### src/rtl/spi_alu_frame.sv
`default_nettype none
// +--------------------------------------------------------------------------+
// | spi_alu_frame: decodes a 20-bit SPI frame {op, A, B}, runs an 8-bit ALU   |
// | and shifts {status, result} back out. Macro SPI_ALU_MUL_EN enables MUL.   |
// | Revision: 1.0                                                             |
// +--------------------------------------------------------------------------+
module spi_alu_frame #(
  parameter int                    FRAME_BITS = 20,
  parameter logic [FRAME_BITS-1:0] RESP_RESET = 20'h00000
) (
  input  logic        clk,
  input  logic        reset_n,
  input  logic        shift_en,
  input  logic        transaction_done,
  input  logic        serial_out,
  output logic        serial_in,
  output logic [15:0] result,
  output logic [3:0]  status,
  output logic        result_valid,
  output logic        busy
);

  typedef enum logic [1:0] {
    IDLE = 2'd0,
    EXEC = 2'd1,
    LOAD = 2'd2
  } state_t;

  localparam logic [4:0] c_COUNT_SAT   = 5'd31;
  localparam logic [4:0] c_FRAME_COUNT = 5'(FRAME_BITS);

  state_t                r_state, w_state_next;
  logic [FRAME_BITS-1:0] r_rx_shift, r_tx_shift, r_frame, w_rx_next;
  logic [4:0]            r_rx_count, w_count_next;
  logic                  r_short;
  logic [15:0]           r_result, w_alu, w_a, w_b;
  logic                  r_err, r_zero, r_carry, r_seq;
  logic                  w_carry, w_illegal, w_accept;

  // A shift_en coinciding with transaction_done must land in the latched frame.
  always_comb begin
    w_rx_next    = r_rx_shift;
    w_count_next = r_rx_count;
    if (shift_en) begin
      w_rx_next    = {r_rx_shift[FRAME_BITS-2:0], serial_out};
      w_count_next = (r_rx_count == c_COUNT_SAT) ? c_COUNT_SAT : r_rx_count + 5'd1;
    end
  end

  assign w_accept = transaction_done && (r_state == IDLE);

  always_comb begin
    w_a       = {8'h00, r_frame[15:8]};
    w_b       = {8'h00, r_frame[7:0]};
    w_alu     = 16'h0000;
    w_carry   = 1'b0;
    w_illegal = 1'b0;
    case (r_frame[19:16])
      4'd0: begin
        w_alu   = w_a + w_b;
        w_carry = w_alu[8];
      end
      4'd1: begin
        w_alu   = w_a - w_b;
        w_carry = (w_a < w_b);
      end
      4'd2: w_alu = w_a & w_b;
      4'd3: w_alu = w_a | w_b;
      4'd4: w_alu = w_a ^ w_b;
      4'd5: w_alu = w_a << r_frame[2:0];
      4'd6: w_alu = w_a >> r_frame[2:0];
`ifdef SPI_ALU_MUL_EN
      4'd7: w_alu = w_a * w_b;
`else
      4'd7: w_illegal = 1'b1;
`endif
      default: w_illegal = 1'b1;
    endcase
    if (r_short) begin
      w_alu     = 16'h0000;
      w_carry   = 1'b0;
      w_illegal = 1'b1;
    end
  end

  always_ff @(posedge clk) begin
    if (!reset_n) begin
      r_state <= IDLE;
    end else begin
      r_state <= w_state_next;
    end
  end

  // Gating with reset_n keeps a reset during LOAD from showing a valid pulse.
  always_comb begin
    w_state_next = r_state;
    busy         = 1'b0;
    result_valid = 1'b0;
    case (r_state)
      IDLE: begin
        if (transaction_done) w_state_next = EXEC;
      end
      EXEC: begin
        w_state_next = LOAD;
        busy         = 1'b1;
      end
      LOAD: begin
        w_state_next = IDLE;
        busy         = 1'b1;
        result_valid = reset_n;
      end
      default: w_state_next = IDLE;
    endcase
  end

  always_ff @(posedge clk) begin
    if (!reset_n) begin
      r_rx_shift <= '0;
      r_rx_count <= '0;
      r_frame    <= '0;
      r_short    <= 1'b0;
      r_tx_shift <= RESP_RESET;
      r_result   <= 16'h0000;
      r_err      <= 1'b0;
      r_zero     <= 1'b0;
      r_carry    <= 1'b0;
      r_seq      <= 1'b0;
    end else begin
      r_rx_shift <= w_rx_next;
      r_rx_count <= w_accept ? 5'd0 : w_count_next;
      if (w_accept) begin
        r_frame <= w_rx_next;
        r_short <= (w_count_next != c_FRAME_COUNT);
      end
      if (r_state == LOAD) begin
        r_tx_shift <= {r_err, r_zero, r_carry, r_seq, r_result};
      end else if (shift_en) begin
        r_tx_shift <= {r_tx_shift[FRAME_BITS-2:0], 1'b0};
      end
      if (r_state == EXEC) begin
        r_result <= w_alu;
        r_err    <= w_illegal;
        r_zero   <= (w_alu == 16'h0000);
        r_carry  <= w_carry;
        r_seq    <= ~r_seq;
      end
    end
  end

  assign serial_in = r_tx_shift[FRAME_BITS-1];
  assign result    = r_result;
  assign status    = {r_err, r_zero, r_carry, r_seq};

endmodule
`default_nettype wire

### config.mk
export PLATFORM = sky130hd
export DESIGN_NAME = spi_alu_frame
export DESIGN_NICKNAME = d
export VERILOG_FILES = /design/src/rtl/spi_alu_frame.sv
export SDC_FILE = /design/constraint.sdc
export NUM_CORES = 1
export LEC_CHECK = 0
export CORE_MARGIN = 5
export CORE_UTILIZATION = 45
export CTS_CLUSTER_SIZE = 16
export DETAILED_ROUTE_END_ITERATION = 12
export GPL_TIMING_DRIVEN = 0
export HOLD_SLACK_MARGIN = 0.06
export SLEW_MARGIN = 25
export SYNTH_ARGS = -nofsm -noshare
export SYNTH_HDL_FRONTEND = slang
export SYNTH_SLANG_ARGS = --single-unit
### constraint.sdc
create_clock -name clk -period 7.1 [get_ports clk]
set_clock_uncertainty 0.2 [all_clocks]
set_input_delay 1.42 -clock clk [delete_from_list [all_inputs] [get_ports clk]]
set_output_delay 1.42 -clock clk [all_outputs]
set_load 0.02 [all_outputs]
==> results.txt <==
CTS root buffer -> clkbuf_16
Sequential share of power -> 37.1%
Worst Setup End Kind -> primary output
Initial DRT Pass Iterations -> 5
Die Span X -> 120 um
Net Switching -> 552 uW
Maximum clock rate -> 221 MHz
H-tree depth -> 3
Avg WL per Cell -> 18.5 um
Area Overhead vs Synth -> 13.9%
Most frequent cells in the layout -> 124 x nor2_1, 88 x dfxtp_1, 49 x mux2i_1
Final Hold Fails -> 0
Max cap viols -> 0
Hold buffers post-CTS -> 0
Routed WL -> 15500 um
Total die area -> 14400 um^2
Clock Latency Late Sink -> 350 ps
Gate Count Post-Synth -> 652
RSZ-0062 raised after global routing -> false
WP data required -> 5480 ps
Ordered list of cells on the worst path -> clkdlybuf4s50_1, and2_1, clkdlybuf4s50_1
Gr ovfl total -> 0
Critical path type -> in2out
Boundary Pins -> 28
Largest net degree at the start of global routing -> 16
Layout Cells excl Fill -> 841
Final Core Density -> 51.9%
Final Max Tran Viols -> 0
DP HPWL -> 12200 um
Worst-path clk slew -> 70 ps
Slowest cell on crit path -> clkdlybuf4s50_1
Iter 0 DRT Violations -> 436
Synth unique cells -> 68
Final setup viols -> 0
Total GRT Usage -> 22.2%
Worst path arrival time -> 2910 ps
Status -> completed
Layout cells sized above 1 -> 8.36%
Post-CTS sizing -> 0
# diodes -> 0
GPL Wtd Cong -> 1.01
Clk sink count -> 88
Asr flop ratio synth -> 0%
Die H -> 120 um
Top cell by count, worst path -> clkdlybuf4s50_1
Syn_area_per_cell -> 8.36 um^2
Dpl cells -> 825
Tmin final -> 4530 ps
Cell area after synthesis -> 5450 um^2
Final TNS setup -> 0 ps
Synthesized flop and latch total -> 88
Final Cycle Share -> 63.8%
CP max stage delay -> 710 ps
Core area -> 12000 um^2
Post-synth top flop -> dfxtp_1
Synth area leaders -> dfxtp_1 32%, mux2i_1 9.0%, nor2_1 8.5%
P_int -> 1.01 mW
Synth top area share -> 32.3%
Pwr per Cell Area -> 252 nW/um^2
Type of the tightest min-delay check -> reg2reg
DR DRC count -> 0
Row Count -> 40
Slew headroom -> 30.1%
Post-CTS Setup Inserts -> 0
Global-route wire length before repair -> 25300 um
Largest fanout on the critical path -> 6
Starting Density -> 45.6%
Net count after synthesis -> 690
Vias in the first global route -> 4647
Clk pwr share -> 30.6%
Fin nets -> 727
Critical path launch point type -> input pin
Post-synth EDFFs -> 0
CTS Buf Count -> 9
VDD IR max -> 0.206 mV
Worst-margin pin slew -> 1040 ps
Comb pwr share -> 32.4%
Drt via density -> 5.76
Switching Share -> 35.3%
CTS tree -> done
Fill count -> 1149
Leak -> 2.40 nW
PortBufs -> 26
Initial antenna violation count -> 0
ANT nets after route -> 0
Clock Path Buffers -> 2
Seq/Total Area, Yosys -> 32.3%
Total number of vias -> 4848
Syn. warnings -> 0
Area leader, netlist -> dfxtp_1
Most common cell after layout, fill and taps aside -> nor2_1
## synthesized netlist by cell type, types with 8 or more instances
library cell  number
a21oi_1           46
buf_2              8
nor2b_1           13
a211oi_1          34
nand2_1           25
inv_1             35
dfxtp_1           88
nor2_1           124
nand2b_1           8
ha_1              31
clkbuf_1          27
mux2_2             9
mux2i_1           49
o21ai_0           10
nor3_1            12
## power groups by stage
| stage | sequential, mW | combinational, mW | clock [mW] |
|---|---|---|---|
| 2_1_floorplan | 0.576 | 0.353 | 0 |
| 3_3_place_gp | 0.588 | 0.491 | 0 |
| 3_5_place_dp | 0.590 | 0.497 | 0 |
| 4_1_cts | 0.578 | 0.499 | 0.490 |
| 5_1_grt | 0.585 | 0.552 | 0.512 |
| 6_report | 0.579 | 0.506 | 0.478 |
## through the flow
stage	setup WS [ps]	instance area, um^2	total power, mW	hold slack [ps]
3_5_place_dp	2560	5900	1.09	279
5_1_grt	2540	6210	1.65	324
2_1_floorplan	3840	5450	0.929	256
4_1_cts	2560	6210	1.57	291
6_report	2570	6210	1.56	285
3_3_place_gp	2560	5890	1.08	280
## logic make-up (layout without fill, tap and decap cells)
| logic type | count (synthesis) | count (layout) | share of synthesized area (%) |
|---|---|---|---|
| simple gates | 219 | 219 | 18.5 |
| compound gates | 159 | 159 | 20.4 |
| flops | 88 | 88 | 32.3 |
| buf+inv | 82 | 124 | 6.45 |
| mux | 65 | 65 | 13.5 |
| fa+ha+maj | 33 | 33 | 7.85 |
| xor+xnor | 6 | 6 | 0.964 |
## per-layer routing
metal  global-route usage (%)  wire, um
met1                     31.9      7530
met2                     34.1      6970
met3                     4.01       730
met4                     6.30       301
met5                        0         0
## state kept, by name, indices dropped and copies added (netlist names)
signal / count
r_err: 1
r_carry: 1
r_seq: 1
r_tx_shift: 20
r_state: 2
r_rx_shift: 20
result: 16
r_short: 1
r_rx_count: 5
r_zero: 1
r_frame: 20
## path summary, 6_finish.rpt
kind / slack, ps / end / from / depth (start not counted)
hold / removal: 280 / r_tx_shift[7] / result[7] / 2
setup / recovery: 2570 / result_valid / reset_n / 3
setup reg to reg: 3300 / r_zero / r_frame[1] / 11
hold reg to reg: 280 / r_tx_shift[7] / result[7] / 2
## area by class of cell
| type | count | area [um^2] | area share [%] |
|---|---|---|---|
| Sequential cell | 88 | 1760 | 28.4 |
| Inverter | 36 | 135 | 2.18 |
| Buffer | 46 | 216 | 3.49 |
| Tap cell | 147 | 184 | 2.96 |
| Timing Repair Buffer | 26 | 260 | 4.19 |
| Clock inverter | 6 | 67.6 | 1.09 |
| Multi-Input combinational cell | 482 | 3340 | 53.9 |
| Clock buffer | 10 | 239 | 3.85 |
## critical path, delay by kind of cell
| family | cells | cell delay [ps] |
|---|---|---|
| buffers and inverters | 2 | 1310 |
| and+or+nand+nor | 1 | 180 |
(Power assumes the default switching activity.)
